===== src/rtl/load_store_unit.sv =====
// Load/store unit: one outstanding access over a req/gnt/rvalid bus.
// Define LSU_MISALIGN_TRAP_EN to answer misaligned accesses with rsp_err.
module load_store_unit (
    input  logic        clk,
    input  logic        rst_n,
    input  logic        req_valid,
    output logic        req_ready,
    input  logic        req_write,
    input  logic [31:0] req_addr,
    input  logic [31:0] req_wdata,
    input  logic [2:0]  req_size,
    input  logic        req_unsigned,
    input  logic        flush,
    output logic        rsp_valid,
    output logic [31:0] rsp_rdata,
    output logic        rsp_err,
    output logic        lsu_busy,
    output logic        bus_req,
    output logic        bus_we,
    output logic [31:0] bus_addr,
    output logic [3:0]  bus_be,
    output logic [31:0] bus_wdata,
    input  logic        bus_gnt,
    input  logic        bus_rvalid,
    input  logic [31:0] bus_rdata
);

    typedef enum logic [1:0] {IDLE, REQ, WAIT} state_t;

    state_t      state;
    state_t      state_nxt;
    logic [2:0]  size_q;
    logic        uns_q;
    logic [1:0]  off_q;
    logic        drop_q;
    logic        accept;
    logic        misalign;
    logic        issue;
    logic        trap;
    logic        done;
    logic [3:0]  be_nxt;
    logic [31:0] wdata_nxt;
    logic [7:0]  lb;
    logic [15:0] lh;
    logic [31:0] load_data;

    assign req_ready = (state == IDLE);
    assign lsu_busy  = (state != IDLE);
    assign bus_req   = (state == REQ);
    assign accept    = req_valid & req_ready & ~flush;

`ifdef LSU_MISALIGN_TRAP_EN
    always_comb begin
        unique case (req_size)
            3'd0:    misalign = 1'b0;
            3'd1:    misalign = req_addr[0];
            default: misalign = |req_addr[1:0];
        endcase
    end
`else
    assign misalign = 1'b0;
`endif

    assign issue = accept & ~misalign;
    assign trap  = accept & misalign;
    // A flush seen during the access still lets the bus finish, but silently.
    assign done  = (state == WAIT) & bus_rvalid & ~drop_q & ~flush;

    always_ff @(posedge clk or negedge rst_n) begin
        if (!rst_n) state <= IDLE;
        else        state <= state_nxt;
    end

    always_comb begin
        state_nxt = state;
        unique case (state)
            IDLE: if (issue) state_nxt = REQ;
            REQ: begin
                if (bus_gnt)    state_nxt = WAIT;
                else if (flush) state_nxt = IDLE;
            end
            WAIT: if (bus_rvalid) state_nxt = IDLE;
            default: state_nxt = IDLE;
        endcase
    end

    always_comb begin
        be_nxt    = 4'hF;
        wdata_nxt = req_wdata;
        unique case (req_size)
            3'd0: begin
                be_nxt    = 4'b0001 << req_addr[1:0];
                wdata_nxt = {4{req_wdata[7:0]}};
            end
            3'd1: begin
                be_nxt    = 4'b0011 << {req_addr[1], 1'b0};
                wdata_nxt = {2{req_wdata[15:0]}};
            end
            default: ;
        endcase
    end

    always_comb begin
        unique case (off_q)
            2'd0:    lb = bus_rdata[7:0];
            2'd1:    lb = bus_rdata[15:8];
            2'd2:    lb = bus_rdata[23:16];
            default: lb = bus_rdata[31:24];
        endcase
        lh = off_q[1] ? bus_rdata[31:16] : bus_rdata[15:0];
        unique case (size_q)
            3'd0:    load_data = {{24{~uns_q & lb[7]}}, lb};
            3'd1:    load_data = {{16{~uns_q & lh[15]}}, lh};
            default: load_data = bus_rdata;
        endcase
    end

    always_ff @(posedge clk or negedge rst_n) begin
        if (!rst_n) begin
            bus_addr  <= '0;
            bus_we    <= 1'b0;
            bus_be    <= '0;
            bus_wdata <= '0;
            size_q    <= '0;
            uns_q     <= 1'b0;
            off_q     <= '0;
            drop_q    <= 1'b0;
            rsp_valid <= 1'b0;
            rsp_rdata <= '0;
        end else begin
            rsp_valid <= done | trap;
            if (issue) begin
                bus_addr  <= {req_addr[31:2], 2'b00};
                bus_we    <= req_write;
                bus_be    <= be_nxt;
                bus_wdata <= wdata_nxt;
                size_q    <= req_size;
                uns_q     <= req_unsigned;
                off_q     <= req_addr[1:0];
                drop_q    <= 1'b0;
            end else if (lsu_busy && flush) begin
                drop_q <= 1'b1;
            end
            if (trap || done)
                rsp_rdata <= (trap || bus_we) ? 32'h0 : load_data;
        end
    end

`ifdef LSU_MISALIGN_TRAP_EN
    logic err_q;
    assign rsp_err = err_q;

    always_ff @(posedge clk or negedge rst_n) begin
        if (!rst_n)    err_q <= 1'b0;
        else if (trap) err_q <= 1'b1;
        else if (done) err_q <= 1'b0;
    end
`else
    assign rsp_err = 1'b0;
`endif

endmodule


===== config.mk =====
export PLATFORM = sky130hd
export DESIGN_NAME = load_store_unit
export DESIGN_NICKNAME = d
export VERILOG_FILES = /design/src/rtl/load_store_unit.sv
export SDC_FILE = /design/constraint.sdc
export NUM_CORES = 1
export LEC_CHECK = 0
export CAP_MARGIN = 40
export CORE_UTILIZATION = 40
export CTS_CLUSTER_DIAMETER = 200
export CTS_CLUSTER_SIZE = 8
export DETAILED_ROUTE_END_ITERATION = 7
export GPL_TIMING_DRIVEN = 0
export PLACE_DENSITY = 0.72
export SYNTH_ARGS = -nofsm -noshare
export SYNTH_HDL_FRONTEND = slang
export SYNTH_SLANG_ARGS = --single-unit

===== constraint.sdc =====
create_clock -name clk -period 4.9 [get_ports clk]
set_clock_uncertainty 0.15 [all_clocks]
set_input_delay 0.98 -clock clk [delete_from_list [all_inputs] [get_ports clk]]
set_output_delay 0.98 -clock clk [all_outputs]
set_load 0.01 [all_outputs]

==> reports/results.tsv, run 1 <==
metric	value	unit
outcome	finished clean	
Hold Buf Count CTS	0	
Synth Warn #	0	
TritonRoute pass-1 iters	4	
gpl congestion	0.839	
final worst setup slack	2080	ps
first-pass GRT wire length	24300	um
nets@finish	837	
cts bufs inserted	9	
post-route ant nets	0	
Max rail drop VDD	0.231	mV
final WL	15300	um
post-synthesis register bit count	109	
full die area	12800	um2
Yosys top cell by area	dfrtp_1	
WL/cell	17.3	um
fin crit share	57.5	%
DRC violations left	0	
Starting Density	41.1	%
crit path DAT	1690	ps
Fin. Hold Viols	0	
vias	4546	
Overflow after GRT	0	
startpoint types	register	
leakage	3.38	nW
Ant. Diodes	0	
largest net degree at the start of global routing	64	
worst skew pair latency	350	ps
Min-Delay Path Class	register to register	
CTS Buffer Depth	2	
Post-CTS Resized	0	
CP Capture Type	primary output	
CTS tree	done	
Min Hold Slack	327	ps
most common cell in the netlist	nand2_1	
clock sink count	109	
io pins	213	
final core utilization	62.7	%
Place WS	1790	ps
CTS clk-pin slew, worst paths	70	ps
layout cells sized above 1	7.35	%
Rel. slew slack	42.1	%
Tmin final	2820	ps
Setup CP Type	register to primary output	
Pwr Density	451	nW/um2
dpl hpwl	11500	um
Max-Cap Viols	0	
worst-path maximum fanout	4	
area of the mapped netlist	4940	um2
H-tree levels	3	
Finished Cell Area	7530	um2
reg2reg path depth	7	
drt via density	5.15	
mean post-synth cell area	9.74	um2
Required @ worst endpoint	3770	ps
initial antenna violation count	0	
GRT Resource Usage Total	24.7	%
Slew Viols, Final	0	
Cells on Worst Hold Path	2	
worst-margin pin slew	863	ps
die width	113	um
Netlist cell types	43	
drt first-iter violations	298	
vias in the first global route	4664	
total placed instance area	7250	um2
Seq/Total Area, Yosys	55.2	%
synth top area cells	dfrtp_1, nand2_1, mux2i_1	
Max Clk Rate	355	MHz
P&R area growth vs syn	52.6	%
PortBufs	209	
Setup Buffers After CTS	0	
# rows	40	
Synth Flop Type	dfrtp_1	
Yosys top cell area share	55.2	%
Root Driver	clkbuf_16	
Die Y	113	um
Post-synth EDFFs	0	
cell count after synthesis	507	
RSZ-0062 raised after global routing	no	
commonest cells in the netlist	nand2_1, dfrtp_1, o21ai_1, mux2i_1, o21ai_0	
Core Region	12000	um2
async set or reset register ratio after synthesis	100	%
final setup fails	0	
path summary, 6_finish.rpt:
path	startpoint	endpoint	slack (ps)
max in group asynchronous	rst_n	bus_addr[8]	3340
hold reg to reg	bus_addr[17]	bus_addr[17]	330
min in group asynchronous	rst_n	rsp_rdata[17]	510
setup reg to reg	state[1]	bus_wdata[6]	2820
hold / removal	bus_addr[17]	bus_addr[17]	330
setup / recovery	state[1]	req_ready	2080
layout by cell type (no fill, tap or decap), types with 6 or more instances in the layout:
cell type and instances:
a21boi_1 6, a221o_1 16, buf_2 14, clkbuf_1 19
clkbuf_16 9, clkdlybuf4s50_1 208, dfrtp_1 109, mux2_2 12
mux2i_1 34, nand2_1 179, nor2_1 11, o21ai_0 22
o21ai_1 36
kinds of logic (layout without fill, tap and decap cells):
logic type / Yosys count / in the layout / share of synthesized area (%)
AOI/OAI and AO/OA: 97 / 97 / 12.6
and+or+nand+nor: 213 / 213 / 17.8
buffers and inverters: 39 / 265 / 3.93
muxes: 48 / 48 / 10.3
other: 1 / 3 / 0.0760
DFF: 109 / 109 / 55.2
metrics by stage:
stage | std cells | power, W | TNS [ps]
finish | 882 | 0.00340 | 0
floorplan | 509 | 0.00189 | 0
global placement | 865 | 0.00266 | -165630
detailed placement | 866 | 0.00269 | 0
global route | 882 | 0.00359 | 0
CTS | 882 | 0.00342 | 0
power by group:
part / internal (W) / switching (W)
Combinational: 0.000761 / 0.000562
Sequential: 0.00118 / 0.000171
Clock: 0.000399 / 0.000325
final cells by class:
cell class                 count  area, um2
buffer                        36        183
clock buffer                  13        240
clock inverter                 3       46.3
fill                        1013       4480
inverter                       3       11.3
multi-input combinational    361       2020
sequential                   109       2730
tap                          147        184
timing repair buffer         210       2120
flip-flops by register name, summed over array words and instances, names as in the netlist, 2 cells and up:
| register | count |
|---|---|
| bus_addr | 30 |
| state | 2 |
| off_q | 2 |
| rsp_rdata | 32 |
| bus_be | 4 |
| size_q | 3 |
| bus_wdata | 32 |
critical path, cell delays in order (launching register included):
cell	delay [ps]
dfrtp_1	410
or2_1	310
inv_2	80
clkdlybuf4s50_1	550
layer usage:
metal	vias to the layer above	wire length, um	track usage (%)
li1	2153	-	-
met1	2155	6150	29.6
met2	203	7250	40.3
met3	35	1420	8.68
met4	0	436	10.8
met5	-	0	0
(Power assumes the default switching activity.)
==> inputs of run 2 (changes only) <==
==> constraint.sdc (replaced) <==
create_clock -name clk -period 2.6 [get_ports clk]
set_clock_uncertainty 0.15 [all_clocks]
set_input_delay 0.52 -clock clk [delete_from_list [all_inputs] [get_ports clk]]
set_output_delay 0.52 -clock clk [all_outputs]
set_load 0.01 [all_outputs]
==> results of run 2 <==
Same layout as run 1 (identical final DEF). Status: finished clean.
Among the figures that moved: setup slack after placement 1790 ps -> -54.3 ps; setup slack after layout 2080 ps -> 243 ps; hold slack 327 ps -> 51.0 ps; register-to-register setup slack 2820 ps -> 520 ps; total power 0.00340 W -> 0.00640 W; worst IR drop on VDD 0.231 mV -> 0.435 mV
==> inputs of run 3 (changes only) <==
--- a/config.mk
+++ b/config.mk
@@ -6,10 +6,12 @@
 export NUM_CORES = 1
 export LEC_CHECK = 0
 export CAP_MARGIN = 40
+export CORE_MARGIN = 4
 export CORE_UTILIZATION = 40
 export CTS_CLUSTER_DIAMETER = 200
 export CTS_CLUSTER_SIZE = 8
 export DETAILED_ROUTE_END_ITERATION = 7
+export GPL_ROUTABILITY_DRIVEN = 1
 export GPL_TIMING_DRIVEN = 0
 export PLACE_DENSITY = 0.72
 export SYNTH_ARGS = -nofsm -noshare
==> run 3 against run 2 <==
Compared with the run above: via count is 0.24% lower; worst hold slack lost 45 ps; first-iteration DRC count decreased by 23%; non-clock buffer count did not move; utilization barely moved; count of clock-buffer cells in the layout is 3 lower; clock power is essentially flat; cell count increased by 2.4%; critical path depth stayed put; critical path type unchanged.
==> reports/results.tsv, run 3 (synthesis gave the netlist of run 1 again) <==
metric	value	unit	change
outcome	finished clean		unchanged
Max rail drop VDD	0.419	mV	was 0.435 mV
gpl congestion	0.877		was 0.839
clock share of power	21.0	%	was 21.3%
sequential power share	39.8	%	about the same
clock sink count	109		unchanged
dpl hpwl	11900	um	was 11500 um
CTS clk-pin slew, worst paths	80	ps	was 70 ps
final WL	15500	um	was 15300 um
drt via density	5.02		was 5.15
most common cell after layout, fill and taps aside	clkdlybuf4s50_1		unchanged
full die area	14200	um2	was 12800 um2
io pins	213		unchanged
Seq. cell area	2730	um2	unchanged
post-route ant nets	0		unchanged
reg2reg setup slack	570	ps	was 520 ps
Min Hold Slack	5.84	ps	was 51.0 ps
first-pass GRT wire length	24800	um	was 24300 um
P&R area growth vs syn	53.1	%	was 52.6%
PortBufs	209		unchanged
CP Capture Type	primary output		unchanged
fillcell total	1062		was 1013
CTS Buffer Depth	2		unchanged
Root Driver	clkbuf_16		unchanged
# rows	40		unchanged
post-placement cell count	887		was 866
Sw Share	31.9	%	was 31.1%
worst-margin pin slew	871	ps	was 863 ps
nets@finish	837		unchanged
startpoint types	register		unchanged
final setup fails	0		unchanged
Pwr Density	844	nW/um2	was 850 nW/um2
commonest cells after routing, fill and taps aside	clkdlybuf4s50_1, nand2_1, dfrtp_1		unchanged
Setup CP Type	register to primary output		unchanged
fin crit share	90.4	%	was 90.7%
CTS tree	done		unchanged
Tmin final	2350	ps	was 2360 ps
Starting Density	40.9	%	was 41.1%
drt first-iter violations	228		was 298
internal power	0.00434	W	was 0.00441 W
Slew Viols, Final	0		unchanged
worst skew pair latency	360	ps	was 350 ps
Post-Layout Cell Count	903		was 882
leakage	3.39	nW	was 3.38 nW
Rel. slew slack	41.6	%	was 42.1%
vias	4535		was 4546
WL/cell	17.2	um	was 17.3 um
Ant. Diodes	0		unchanged
worst-path maximum fanout	4		unchanged
Max Clk Rate	425	MHz	was 424 MHz
RSZ-0062 raised after global routing	no		unchanged
vias in the first global route	4734		was 4664
Largest regs	bus_wdata (32), rsp_rdata (32), bus_addr (30)		unchanged
Overflow after GRT	0		unchanged
Max-Cap Viols	0		unchanged
Required @ worst endpoint	1930	ps	about the same
NetSw	0.00204	W	was 0.00199 W
final core utilization	62.7	%	about the same
GRT Resource Usage Total	22.0	%	was 24.7%
largest net degree at the start of global routing	66		was 64
crit path DAT	1680	ps	was 1690 ps
Hold Buf Count CTS	0		unchanged
die width	119	um	was 113 um
DRC violations left	0		unchanged
TritonRoute pass-1 iters	4		unchanged
cts bufs inserted	9		unchanged
layout cells sized above 1	7.89	%	was 7.35%
Core Region	12100	um2	was 12000 um2
Post-CTS Resized	0		unchanged
Die Y	119	um	was 113 um
initial antenna violation count	0		unchanged
Setup Buffers After CTS	0		unchanged
Gate power share	39.2	%	was 38.9%
H-tree levels	3		unchanged
Fin. Hold Viols	0		unchanged
area occupied by multi-input gates	2020	um2	unchanged
Min-Delay Path Class	input pin to asynchronous set/reset pin		unchanged
## run 3: cell types whose count changed in the layout (fill, tap and decap cells not counted)
| cell | before | now |
|---|---|---|
| clkbuf_1 | 19 | 15 |
| bufinv_16 | 1 | 0 |
| inv_6 | 0 | 1 |
| clkinv_4 | 1 | 3 |
| clkbuf_8 | 0 | 1 |
| clkinv_2 | 0 | 1 |
## run 3: final cells by class
class | count | share of cell area (%)
sequential | 109 | 36.1
timing repair buffer | 210 | 28.0
multi-input combinational | 361 | 26.8
clock buffer | 10 | 3.16
tap | 168 | 2.78
buffer | 36 | 2.42
clock inverter | 6 | 0.629
inverter | 3 | 0.149
## run 3: worst max-delay path, cell delays in order (launching register included)
cell and delay, ps:
dfrtp_1 410, or2_1 300, inv_2 70, clkdlybuf4s50_1 550
## run 3: path summary, 6_finish.rpt
kind | start | end | cells past startpoint
max in group asynchronous | rst_n | rsp_rdata[24] | 2
min in group clk | bus_addr[22] | bus_addr[22] | 2
worst max register to register | off_q[1] | rsp_rdata[15] | 5
worst max-delay path | state[1] | req_ready | 3
worst min register to register | bus_addr[22] | bus_addr[22] | 2
worst min-delay path | rst_n | rsp_rdata[4] | 1
## run 3: per-stage QoR
step | setup slack, ps | cell area, um2 | power, W | TNS [ps]
CTS | 228 | 7560 | 0.00645 | 0
global placement | -3350 | 7250 | 0.00503 | -364140
floorplan | 709 | 4940 | 0.00356 | 0
finish | 249 | 7560 | 0.00638 | 0
global route | 181 | 7560 | 0.00676 | 0
detailed placement | -58.9 | 7270 | 0.00509 | -436
## run 3: power groups by stage
stage	Combinational [W]	Clock, W	Sequential (W)
after CTS	0.00253	0.00137	0.00254
after global routing	0.00271	0.00145	0.00261
after global placement	0.00248	0	0.00255
after detailed placement	0.00252	0	0.00257
after floorplan	0.000791	0	0.00276
final	0.00250	0.00134	0.00254
## run 3: per-layer routing
metal,up-vias,track usage [%],wire length [um]
li1,2157,-,-
met1,2184,26.6,6340
met2,173,36.0,7430
met3,21,9.26,1470
met4,0,6.08,267
met5,-,0,0
==> RTL edit 1: new RTL, settings of run 3 <==
The option `LSU_MISALIGN_TRAP_EN` is turned on by a define.
--- a/src/rtl/load_store_unit.sv
+++ b/src/rtl/load_store_unit.sv
@@ -1,5 +1,7 @@
 // Load/store unit: one outstanding access over a req/gnt/rvalid bus.
 // Define LSU_MISALIGN_TRAP_EN to answer misaligned accesses with rsp_err.
+`define LSU_MISALIGN_TRAP_EN
+
 module load_store_unit (
     input  logic        clk,
     input  logic        rst_n,
Check against the original RTL: not equivalent (Yosys sat finds a counterexample within 4 cycles, from zero or initial values and one cycle with rst_n low).
==> RTL edit 1 against run 3 <==
  * Sequential cell count is 1 higher
  * Power is 9.5% lower
  * Largest cell class unchanged
  * Design area is 4.9% higher
  * Highest routed layer unchanged
  * Critical path depth is 4 higher
  * Hold slack better by 18 ps
  * Synthesized cell count is 11% lower
  * Setup slack worse by 220 ps
  * Cell count is 5.8% lower
  * Routed wire length is 6.5% higher
  * Fmax is 8.6% lower
  * Area after synthesis is 6.0% higher
==> RTL edit 1: results <==
set metrics [dict create \
    status "finished, final reports clean" \
    internal_power_w 0.00401 \
    crit_slowest_cell "or4b_4" \
    yosys-top-cells-count "110 x dfrtp_1, 56 x mux2_2, 48 x o21ai_0" \
    worstRegToRegCells 6 \
    grt_pass1_wl_um 25800 \
    r2r_setup_slack_ps 130 \
    hold_buffers 0 \
    cts_root_buffer "clkbuf_16" \
    clk_path_buf_depth 2 \
    grt_use_total_pct 22.2 \
    clk_pin_slew_ps 70 \
    grt_pass1_vias 4874 \
    synth_xor_area_share_pct 0.167 \
    pre_cts_slack_ps -954 \
    antennaDiodeCount 0 \
    gp_congestion 0.885 \
    finalNetCount 781 \
    vias_per_cell 5.40 \
    drt-initial-drc-count 331 \
    ys_types 45 \
    leakagePower_nw 3.28 \
    cp_data_arrival_time_ps 2660 \
    worstReg2RegStart "state[1]" \
    worstHoldPathType "in -> async" \
    yosys_warnings 0 \
    r2r-end "rsp_rdata[28]" \
    synthAdderAreaFrac_pct 0 \
    synth_top_area_cell "dfrtp_1" \
    async_reset_ff_share_pct 100 \
    crit_family "simple AND/OR/NAND/NOR gates" \
    synth_top_flop_cell "dfrtp_1" \
    critPathMaxFanout 10 \
    synthMuxAreaShare_pct 19.7 \
    numPortBuffers 209 \
    htreeDepth 3 \
    critPathMaxStageDelay_ps 500 \
    slew_headroom_pct 43.0 \
    synthTopCellsByArea "dfrtp_1 53%, mux2_2 12%, mux2i_1 4.6%" \
    drive_above_1_share_pct 15.6 \
    grt_max_degree 66 \
    synth-seq-area-share_pct 52.6 \
    wl_um 16500 \
    ir_worst_vdd_uv 513 \
    dp_hpwl_um 12700 \
    drtPass1Iterations 5 \
    synth_compound_area_share_pct 14.4 \
    antenna_found_initial 0 \
]
[RTL edit 1: repair_timing]
| item | 4_1_cts | 5_1_grt |
|---|---|---|
| buffers inserted | 0 | 2 |
| setup endpoints to repair | 68 | 47 |
| gates resized for setup | 8 | 6 |
| pin swaps | 1 | 4 |
[RTL edit 1: worst reg2reg max path, stage by stage (launching register included)]
cell	delay (ps)
dfrtp_1	440
or4b_4	590
or3_4	400
and2_4	170
buf_6	120
buf_6	140
a221o_1	340
[RTL edit 1: final cells by class]
cell class	count	area (µm²)
fillers	1103	4800
flip-flops and latches	110	2750
multi-input cells	300	2310
repair buffers	213	2140
clock buffers	9	225
well taps	172	215
plain buffers	37	191
clock inverters	7	81.3
inverters	3	11.3
[RTL edit 1: cell families after synthesis]
| group | count (synthesis) |
|---|---|
| XOR/XNOR | 1 |
| AND/OR/NAND/NOR | 104 |
| other | 1 |
| AO/OA/AOI/OAI | 106 |
| multiplexers | 87 |
| buffers and inverters | 40 |
| flip-flops | 110 |
[RTL edit 1: metal layers]
metal / part of all wire, % / track usage (%) / vias up
met5: 0 / 0 / -
met4: 1.8 / 7.42 / 0
met3: 12 / 9.54 / 26
met2: 49 / 37.2 / 231
met1: 38 / 25.7 / 2248
li1: - / - / 2091
[RTL edit 1: worst max-delay path by stage]
stage / from / to / slack, ps / depth (start not counted)
after floorplan: flush / rsp_rdata[28] / 200 / 6
after global placement: rst_n / bus_addr[7] / -3430 / 1
after detailed placement: req_addr[1] / bus_wdata[5] / -950 / 6
after CTS: req_valid / rsp_rdata[20] / 20 / 7
after global routing: req_valid / rsp_rdata[27] / 2 / 7
final: req_valid / rsp_rdata[28] / 30 / 7
[RTL edit 1: stage by stage]
stage               hold slack [ps]  total power [W]  cells  area (µm²)
detailed placement              321          0.00438    833        7580
global placement                313          0.00433    831        7540
CTS                            33.6          0.00584    849        7910
global route                   71.0          0.00609    851        7930
finish                         23.9          0.00577    851        7930
floorplan                      74.4          0.00321    450        5240
[RTL edit 1: power by group through the flow]
stage / Combinational (W) / Clock [W] / Sequential [W]
after detailed placement: 0.00207 / 0 / 0.00231
after floorplan: 0.000765 / 0 / 0.00245
after global routing: 0.00223 / 0.00153 / 0.00233
after CTS: 0.00208 / 0.00146 / 0.00229
final: 0.00206 / 0.00143 / 0.00229
after global placement: 0.00203 / 0 / 0.00230
==> RTL edit 2: new RTL, settings of run 3 <==
Made on the original files. Encoding of `state_t`: now one-hot (3 bits for 3 states).
--- a/src/rtl/load_store_unit.sv
+++ b/src/rtl/load_store_unit.sv
@@ -25,7 +25,7 @@
     input  logic [31:0] bus_rdata
 );
 
-    typedef enum logic [1:0] {IDLE, REQ, WAIT} state_t;
+    typedef enum logic [2:0] {IDLE = 3'b001, REQ = 3'b010, WAIT = 3'b100} state_t;
 
     state_t      state;
     state_t      state_nxt;
Check against the original RTL: no difference found for any inputs over 10 cycles, from zero or initial values and one cycle with rst_n low; not proved beyond that.
==> RTL edit 2 against run 3 <==
  * Count of clock-buffer cells in the layout increased by 1
  * Power fell by 13%
  * Global-route usage up 0.69 points
  * Sequential cell count rose by 1
  * Setup slack worse by 170 ps
  * Hold slack better by 26 ps
  * Area after synthesis increased by 3.9%
  * Highest routed layer unchanged
  * Routed wire length up 6.0%
  * Design area grew 3.5%
==> RTL edit 2: results <==
set metrics [dict create \
    finalNetCount 877 \
    wl_um 16400 \
    placeableCoreArea_um2 12600 \
    fillers 1027 \
    clk_share_pct 4.32 \
    seq_cells 110 \
    buffer_area_share_pct 29.6 \
    drt-initial-drc-count 312 \
    dp_hpwl_um 12600 \
    critPathMaxStageDelay_ps 580 \
    synthTopCellsByArea "dfrtp_1 53%, nand2_1 14%, mux2i_1 5.7%" \
    internal_power_w 0.00392 \
    multi_input_area_share_pct 27.8 \
    cts_resized 1 \
    n_all_inverters 7 \
    area_growth_pct 52.5 \
    status "finished, final reports clean" \
    critPathLaunch "state[0]" \
    r2r_setup_slack_ps 360 \
    post-route-period-util_pct 96.9 \
    synth_cells 546 \
    multi_input_comb_cells 392 \
    dpl_cell_area_um2 7470 \
    holdWs_ps 31.8 \
    cp_data_arrival_time_ps 1850 \
    switchingPower_w 0.00166 \
    r2r-end "bus_addr[28]" \
    synth-seq-area-share_pct 53.7 \
    gp_congestion 0.912 \
]
RTL edit 2: cell count changes after synthesis, sizes merged, moves of 7 or more:
| cell | delta |
|---|---|
| a221o | -16 |
| a21o | +14 |
| a22o | +14 |
| nor2 | +11 |
| o21ai | -8 |
| a221oi | +7 |
| nand2 | +7 |
RTL edit 2: layer usage:
layer	global-route usage (%)	vias to the layer above	wire length [µm]
met2	37.3	218	7810
met4	6.86	0	305
met5	0	-	0
met3	9.32	26	1790
met1	27.2	2326	6530
li1	-	2281	-
RTL edit 2: logic make-up (layout without fill, tap and decap cells):
logic type	after synthesis	in the layout	share of synthesized area, %
AND/OR/NAND/NOR	235	235	18.8
AO/OA/AOI/OAI	111	111	14.2
flip-flops	110	110	53.7
buffers and inverters	46	272	4.29
multiplexers	43	43	8.95
other	1	3	0.0731
